$ cat src/rtl/alu_word_sequencer.sv
`default_nettype none
// +----------------------------------------------------------------------------+
// | alu_word_sequencer                                                         |
// | Two-pass ALU sequencer for Z8 INCW/DECW (register pair) and DA (register). |
// | Revision: 1.0                                                              |
// +----------------------------------------------------------------------------+
module alu_word_sequencer #(
  // Default codes; override to match the ALU's mode table.
  parameter logic [4:0] MODE_INC  = 5'h08,
  parameter logic [4:0] MODE_INCW = 5'h09,
  parameter logic [4:0] MODE_DEC  = 5'h0A,
  parameter logic [4:0] MODE_DECW = 5'h0B,
  parameter logic [4:0] MODE_DA   = 5'h0C,
  parameter logic [4:0] MODE_DA_H = 5'h0D
) (
  input  logic       clk,
  input  logic       reset,
  input  logic       start_valid,
  output logic       start_ready,
  input  logic [1:0] op,
  input  logic [7:0] reg_addr,
  input  logic [7:0] flags_in,
  output logic       busy,
  output logic       done,
  output logic [7:0] flags_out,
  output logic [7:0] rf_addr,
  output logic       rf_rd_en,
  input  logic [7:0] rf_rdata,
  output logic       rf_wr_en,
  output logic [7:0] rf_wdata,
  output logic [4:0] alu_mode,
  output logic [7:0] alu_a,
  output logic [7:0] alu_b,
  output logic [7:0] alu_flags,
  input  logic [7:0] alu_out,
  input  logic [7:0] alu_out_flags
);

  localparam logic [1:0] OP_INCW = 2'd0;
  localparam logic [1:0] OP_DECW = 2'd1;
  localparam logic [1:0] OP_DA   = 2'd2;

  localparam int FLAG_Z = 6;
  localparam int FLAG_S = 5;

  localparam logic [3:0] S_IDLE  = 4'd0;
  localparam logic [3:0] S_RD_LO = 4'd1;
  localparam logic [3:0] S_EX_LO = 4'd2;
  localparam logic [3:0] S_RD_HI = 4'd3;
  localparam logic [3:0] S_EX_HI = 4'd4;
  localparam logic [3:0] S_DA_RD = 4'd5;
  localparam logic [3:0] S_DA1   = 4'd6;
  localparam logic [3:0] S_DA2   = 4'd7;
  localparam logic [3:0] S_DONE  = 4'd8;

  logic [3:0] state_q, state_d;
  logic [1:0] op_q;
  logic [7:0] addr_q, flags_q, res_q, f1_q, flags_out_q;

  logic       w_accept;
  logic [7:0] w_lo_addr, w_hi_addr, w_da_final, w_da_flags;

  assign w_accept   = start_valid && (state_q == S_IDLE);
  assign w_lo_addr  = addr_q | 8'h01;
  assign w_hi_addr  = addr_q & 8'hFE;
  // The ALU's low nibble in the DA high pass is not trusted; keep the first-pass nibble.
  assign w_da_final = {alu_out[7:4], res_q[3:0]};

  always_comb begin
    w_da_flags         = alu_out_flags;
    w_da_flags[FLAG_Z] = (w_da_final == 8'h00);
    w_da_flags[FLAG_S] = w_da_final[7];
  end

  always_ff @(posedge clk or posedge reset) begin
    if (reset) begin
      state_q <= S_IDLE;
    end else begin
      state_q <= state_d;
    end
  end

  always_comb begin
    state_d = state_q;
    case (state_q)
      S_IDLE: begin
        if (start_valid) begin
          case (op)
            OP_INCW, OP_DECW: state_d = S_RD_LO;
            OP_DA:            state_d = S_DA_RD;
            default:          state_d = S_DONE;
          endcase
        end
      end
      S_RD_LO: state_d = S_EX_LO;
      S_EX_LO: state_d = S_RD_HI;
      S_RD_HI: state_d = S_EX_HI;
      S_EX_HI: state_d = S_DONE;
      S_DA_RD: state_d = S_DA1;
      S_DA1:   state_d = S_DA2;
      S_DA2:   state_d = S_DONE;
      default: state_d = S_IDLE;
    endcase
  end

  always_ff @(posedge clk or posedge reset) begin
    if (reset) begin
      op_q        <= 2'd0;
      addr_q      <= 8'h00;
      flags_q     <= 8'h00;
      res_q       <= 8'h00;
      f1_q        <= 8'h00;
      flags_out_q <= 8'h00;
    end else begin
      if (w_accept) begin
        op_q    <= op;
        addr_q  <= reg_addr;
        flags_q <= flags_in;
        if (op == 2'd3) begin
          flags_out_q <= flags_in;
        end
      end
      if (state_q == S_EX_LO || state_q == S_DA1) begin
        res_q <= alu_out;
        f1_q  <= alu_out_flags;
      end
      if (state_q == S_EX_HI) begin
        flags_out_q <= alu_out_flags;
      end
      if (state_q == S_DA2) begin
        flags_out_q <= w_da_flags;
      end
    end
  end

  always_comb begin
    start_ready = (state_q == S_IDLE);
    busy        = (state_q != S_IDLE);
    done        = (state_q == S_DONE);
    flags_out   = flags_out_q;
    rf_addr     = 8'h00;
    rf_rd_en    = 1'b0;
    rf_wr_en    = 1'b0;
    rf_wdata    = 8'h00;
    alu_mode    = 5'd0;
    alu_a       = 8'h00;
    alu_b       = 8'h00;
    alu_flags   = 8'h00;
    case (state_q)
      S_RD_LO: begin
        rf_rd_en = 1'b1;
        rf_addr  = w_lo_addr;
      end
      S_EX_LO: begin
        alu_mode  = (op_q == OP_DECW) ? MODE_DEC : MODE_INC;
        alu_a     = rf_rdata;
        alu_flags = flags_q;
        rf_wr_en  = 1'b1;
        rf_addr   = w_lo_addr;
        rf_wdata  = alu_out;
      end
      S_RD_HI: begin
        rf_rd_en = 1'b1;
        rf_addr  = w_hi_addr;
      end
      S_EX_HI: begin
        alu_mode  = (op_q == OP_DECW) ? MODE_DECW : MODE_INCW;
        alu_a     = rf_rdata;
        alu_b     = res_q;
        alu_flags = f1_q;
        rf_wr_en  = 1'b1;
        rf_addr   = w_hi_addr;
        rf_wdata  = alu_out;
      end
      S_DA_RD: begin
        rf_rd_en = 1'b1;
        rf_addr  = addr_q;
      end
      S_DA1: begin
        alu_mode  = MODE_DA;
        alu_a     = rf_rdata;
        alu_flags = flags_q;
      end
      S_DA2: begin
        alu_mode  = MODE_DA_H;
        alu_a     = res_q;
        alu_flags = f1_q;
        rf_wr_en  = 1'b1;
        rf_addr   = addr_q;
        rf_wdata  = w_da_final;
      end
      default: ;
    endcase
  end

endmodule
`default_nettype wire

$ cat config.mk
export PLATFORM = sky130hd
export DESIGN_NAME = alu_word_sequencer
export DESIGN_NICKNAME = d
export VERILOG_FILES = /design/src/rtl/alu_word_sequencer.sv
export SDC_FILE = /design/constraint.sdc
export NUM_CORES = 1
export LEC_CHECK = 0
export BUFFER_PORTS_ARGS = -buffer_cell sky130_fd_sc_hd__buf_4
export CORE_MARGIN = 2
export CORE_UTILIZATION = 51
export CTS_BUF_LIST = sky130_fd_sc_hd__clkbuf_8
export CTS_CLUSTER_DIAMETER = 40
export DETAILED_ROUTE_END_ITERATION = 12
export MAX_ROUTING_LAYER = met4
export PLACE_DENSITY = 0.83
export SLEW_MARGIN = 20
export SYNTH_ARGS = -nofsm -noshare
export SYNTH_HDL_FRONTEND = slang
export SYNTH_SLANG_ARGS = --single-unit
$ cat constraint.sdc
create_clock -name clk -period 4.85 [get_ports clk]
set_clock_uncertainty 0.1 [all_clocks]
set_input_delay 0.2425 -clock clk [delete_from_list [all_inputs] [get_ports clk]]
set_output_delay 0.2425 -clock clk [all_outputs]
set_load 0.01 [all_outputs]
# --- Yosys cells after proc, flatten, opt, wreduce, memory -nomap -nowiden ---
# Cells that the tools add are included.
classes:
  n_div: 0
  n_addsub: 0
  n_mux: 17
  multipliers: 0
  n_reduce_logical: 19
  n_lt_le_gt_ge: 0
  bitwise_logic: 0
  shifts: 0
  eq_ne: 13
op_table:
  columns: ["cell", "count"]
  rows:
  - ["8-bit one-hot mux with 2 select lines", 3]
  - ["8-bit two-way mux", 5]
  - ["4-bit one-hot mux with 7 select lines", 1]
  - ["8-bit one-hot mux with 3 select lines", 1]
  - ["4-bit by 3-bit equality test with 1-bit output (second input constant)", 4]
  - ["4-bit one-hot mux with 4 select lines", 1]
  - ["2-bit OR reduction", 7]
  - ["3-bit OR reduction", 3]
  - ["4-bit by 2-bit equality test with 1-bit output (second input constant)", 2]
  - ["8-bit logical NOT", 1]
  - ["4-bit one-hot mux with 2 select lines", 1]
  - ["3-bit nonzero test", 2]
  - ["2-bit by 1-bit equality test with 1-bit output (second input constant)", 2]
  - ["2-bit equality test (second input constant)", 2]
  - ["4-bit by 1-bit equality test with 1-bit output (second input constant)", 1]
  - ["4-bit equality test (second input constant)", 1]
  - ["4-bit logical NOT", 1]
  - ["2-bit two-way mux", 2]
  - ["4-bit two-way mux", 1]
  - ["4-bit nonzero test", 1]
  - ["2-bit logical NOT", 1]
  - ["1-bit two-way mux", 2]
  - ["2-bit != test (second input constant)", 1]
  - ["2-bit AND reduction", 1]
  - ["2 further kinds", 2]
totals:
  reg_bits: 46
  latch_bits: 0
  mem_bits_ro: 0
  ramBits: 0
  input_bits: 45
  memories: 0
  out_inout_bits: 58

# --- Depth between registers and ports, before layout ---
depth:
  ltp_word: 5
  depth_mapped: 6
  ltp_nobuf: 4

# --- Worst setup path before layout ---
# No wires, ideal clock.
synth_timing:
  path_kind: "reg2reg"
  from: "reg state_q[0]"
  to: "reg flags_out_q[7], in the netlist flags_out[7]"
  path_slack_ns: 2.770
  required_ns: 4.625
  stages_incl_launch_ff: 6
  arrival_time_ns: 1.856
  setup_ns: 0.125
  cell_sequence: "dfrtp_1 > xnor2_1 > nor3b_4 > buf_2 > mux2_1 > mux2_2"
synth_between:
  elab_chain_cells: 4
  word_cells_on_any_way: 9
synth_rtl:
  columns: ["item", "line_no", "rtl"]
  rows:
  - ["start: declaration", "56", "logic [3:0] state_q, state_d;"]
  - ["start signal: assignment", "79", "state_q <= state_d;"]
  - ["4-bit logical NOT", "63", "assign w_accept = start_valid && (state_q == S_IDLE);"]
  - ["1-bit logical AND", "63", null]
  - ["3-bit nonzero test (no source line)", null, null]
  - ["2-bit AND reduction (no source line)", null, null]
  - ["end signal: assignment", "120", "flags_out_q <= flags_in;"]
  - ["end signal: assignment", "128", "flags_out_q <= alu_out_flags;"]
  - ["end signal: assignment", "131", "flags_out_q <= w_da_flags;"]
  - ["end: declaration", "58", "logic [7:0] addr_q, flags_q, res_q, f1_q, flags_out_q;"]
# Parallel ways exist; a longest one is shown, timed or not.
# A chain may end at the register's enable or synchronous reset.

# --- Worst setup path in the final report ---
layout_timing:
  from: "reg state_q[3]"
  to: "out alu_a[2]"
layout_between:
  elab_chain_cells: 3
  word_cells_on_any_way: 6
layout_rtl:
  columns: ["item", "line_no", "rtl"]
  rows:
  - ["4-bit by 2-bit equality test with 1-bit output or 4-bit by 3-bit equality test with 1-bit output (tied branches)", "149", "case (state_q)"]
  - ["3-bit OR reduction (no source line)", null, null]
  - ["8-bit one-hot mux with 2 select lines *", "149", null]
  - ["end: declaration", "32", "output logic [7:0] alu_a,"]
# Mark *: on every way between the ends. The rest lies on a longest branch, timed or not.

==> impl_metrics.yaml <==
pwr:
  switching_share_pct: 36.5
  combPwrFrac_pct: 54.8
  vdd.ir_drop.worst_v: 0.000428
  internal_power_of_the_cells_mw: 1.45
  switching_power_mw: 0.836
  power.share.sequential_pct: 32.6
  p_leak_nw: 1.56
  power_density_nw_per_um2: 695
  share_clk_of_total_power_pct: 12.6
timing:
  slew-limit-headroom_pct: 42.0
  rsz_0062_raised_after_global_routing: "false"
  worstMarginPinSlew_ps: 868
  max_clock_freq_mhz: 364
  finalWorstPathRequiredPeriod_ps: 2740
  setup_viol_count_final: 0
  worst_hold_margin_ps: -34.9
  final.setup.tns_ps: 0
  fin_crit_sh_pct: 56.6
  number_of_hold_slack_violations_in_the_final_timing_report: 46
  drv_slew: 0
setup_path:
  timing_worst_setup_path_type: "register to output pin"
  slowest_delay_ps: 830
  cp.required_ps: 4510
  crit_path_max_fanout: 19
  critical_path.slowest_cell: "sky130_fd_sc_hd__nor4b_2"
  setup.worst_path.end_class: "output pin"
  crit_path_cell_trace: "nor4b_2 -> or2_2 -> a22o_1 -> buf_4"
  critical_path_arrival_ps: 2400
  start_kind: "register"
clock_network:
  cts.root.buffer_cell: "sky130_fd_sc_hd__clkbuf_8"
  cts_sinks: 46
  worst_setup_hold_path_clk_slew_ps: 90
  tritoncts: "built"
  h_tree_depth: 2
  cts_setup_buffers: 0
  quantity_of_gates_resized_following_cts: 0
  cts_made_buffers: 5
  clock_insertion_delay_worst_skew_ps: 300
  cts-root-to-sink-buffers: 2
  cts_hold_buf: 0
worst_hold_path:
  worstHoldPathType: "input port to async pin"
yosys:
  syn_nets: 241
  synthArstFlopShare_pct: 100
  post_synth_num_cell_types: 38
  synth-edff-count: 0
  ys_seq_area_share_pct: 47.9
  synth_top_flop_cell: "sky130_fd_sc_hd__dfrtp_1"
  synth_top_area_share_pct: 47.9
  yosysMostFrequentCell: "sky130_fd_sc_hd__mux2_2"
  synthesis.area_um2: 2400
  postSynthRegisterBits: 46
  netlist_top_cells_count: "49 x sky130_fd_sc_hd__mux2_2, 46 x sky130_fd_sc_hd__dfrtp_1, 20 x sky130_fd_sc_hd__and2_1, 16 x sky130_fd_sc_hd__a22o_1, 10 x sky130_fd_sc_hd__nor2_1"
  netlist_top_cells_area: "sky130_fd_sc_hd__dfrtp_1 48%, sky130_fd_sc_hd__mux2_2 23%, sky130_fd_sc_hd__a22o_1 5.8%"
  synth_area_leader_cell: "sky130_fd_sc_hd__dfrtp_1"
  average_cell_area_after_synthesis_um2: 12.3
  synthCells: 196
  synthesis.yosys.warnings: 0
outcome:
  violations: "hold timing"
  outcome: "finished with violations"
route:
  post_drt_via_cell_ratio: 5.46
  drt_iter0_drc: 132
  drcViolationCount: 0
  routed-via-count: 1885
  final_antenna_net_count: 0
  totalWireLength_um: 5600
  wl_per_cell_um: 16.2
  drt_pass1_iterations: 4
finish:
  areaGrowthSynthToFinish_pct: 37.2
  antenna_cells: 0
  design.final.nets: 337
  postLayoutCoreUtil_pct: 74.1
  layout_cell_share_with_drive_strength_beyond_1_pct: 57.3
  finalInstanceArea_um2: 3290
  filler_cell_count: 326
global_routing:
  global_route_wire_length_before_repair_um: 8940
  groute.layer.met3.usage_pct: 5.80
  antenna_found_initial: 0
  grt_start_max_net_pins: 47
  grt_overflow: 0
  gr-usage-met1_pct: 29.9
  busiest_layer: "met2"
  grt_util_all_layers_pct: 22.6
  groute.layer.met2.usage_pct: 34.7
  first_global_vias: 1825
die:
  floorplan.die.width_um: 72.6
  dieArea_um2: 5270
  fp.coreArea_um2: 4440
  num_io_pins: 103
  placementRows: 24
  die_height_um: 72.6
  initial_core_util_pct: 54.0
placed_design:
  port-buffer-count: 101
  dpl.hpwl_um: 4100
  gp_congestion: 0.826
  area_after_detailed_placement_um2: 3180
run:
  max-cap-violations: 0
flip-flops by register name, indices dropped and copies added, names as in the netlist:
| name | count |
|---|---|
| state_q | 4 |
| res_q | 8 |
| flags_q | 8 |
| op_q | 2 |
| f1_q | 8 |
| flags_out | 8 |
| addr_q | 8 |
cell type report:
class	instances	area, um2	share of cell area, %
well taps	52	65.1	1.97
multi-input cells	132	1180	35.8
clock buffers	5	68.8	2.09
repair buffers	102	766	23.2
clock inverters	3	43.8	1.33
flip-flops and latches	46	1150	34.9
inverters	5	20.0	0.608
layer usage:
metal / part of all wire (%) / routed length, um
met5: 0 / 0
met4: 0.82 / 46
met2: 48 / 2680
met3: 6.7 / 374
met1: 45 / 2500
cells in the final DEF, fill, tap and decap left out, types with 2 or more instances in the layout:
cell type,n
sky130_fd_sc_hd__buf_4,102
sky130_fd_sc_hd__mux2_2,49
sky130_fd_sc_hd__dfrtp_1,46
sky130_fd_sc_hd__and2_1,20
sky130_fd_sc_hd__a22o_1,16
sky130_fd_sc_hd__nor2_1,10
sky130_fd_sc_hd__clkbuf_8,5
sky130_fd_sc_hd__inv_1,4
sky130_fd_sc_hd__a22oi_1,4
sky130_fd_sc_hd__nor3b_4,2
sky130_fd_sc_hd__xnor2_1,2
sky130_fd_sc_hd__and3_1,2
sky130_fd_sc_hd__nor3_1,2
sky130_fd_sc_hd__clkinv_2,2
sky130_fd_sc_hd__nor4_1,2
logic make-up (layout without fill, tap and decap cells):
| logic type | after synthesis | after routing | synth area share, % |
|---|---|---|---|
| simple gates | 50 | 50 | 13.5 |
| mux | 51 | 51 | 23.9 |
| buf+inv | 18 | 115 | 3.44 |
| xor+xnor | 2 | 2 | 0.730 |
| flops | 46 | 46 | 47.9 |
| other cells | 1 | 1 | 0.156 |
| compound gates | 28 | 28 | 10.3 |
critical path, delay by kind of cell, from the launching register on:
family                 cells  cell delay [ps]
buffers and inverters      1              120
AOI/OAI and AO/OA          1              170
and+or+nand+nor            2             1170
DFF                        1              640
per-stage QoR:
stage	power, mW	std cells	setup WS [ps]
after CTS	2.31	345	2030
after global placement	1.98	337	2300
final	2.29	345	2110
after global routing	2.44	345	1850
after detailed placement	2.02	337	2180
after floorplan	1.50	196	2770
path summary, 6_finish.rpt:
check / cells past startpoint / start / endpoint / slack [ps]
worst max-delay path: 4 / state_q[3] / alu_a[2] / 2110
worst min-delay path: 2 / reset / addr_q[1] / -30
worst max register to register: 4 / state_q[3] / flags_out[5] / 2230
worst min register to register: 1 / addr_q[2] / addr_q[2] / 400
max in group asynchronous: 2 / reset / res_q[5] / 4210
min in group clk: 2 / reg_addr[7] / addr_q[7] / 70
power groups by stage:
stage	clock [mW]	combinational [mW]	sequential, mW
floorplan	0	0.806	0.692
global placement	0	1.24	0.741
detailed placement	0	1.27	0.752
CTS	0.296	1.27	0.744
global route	0.315	1.35	0.775
finish	0.288	1.25	0.746
Note: power is estimated with default switching activity, not from simulation.
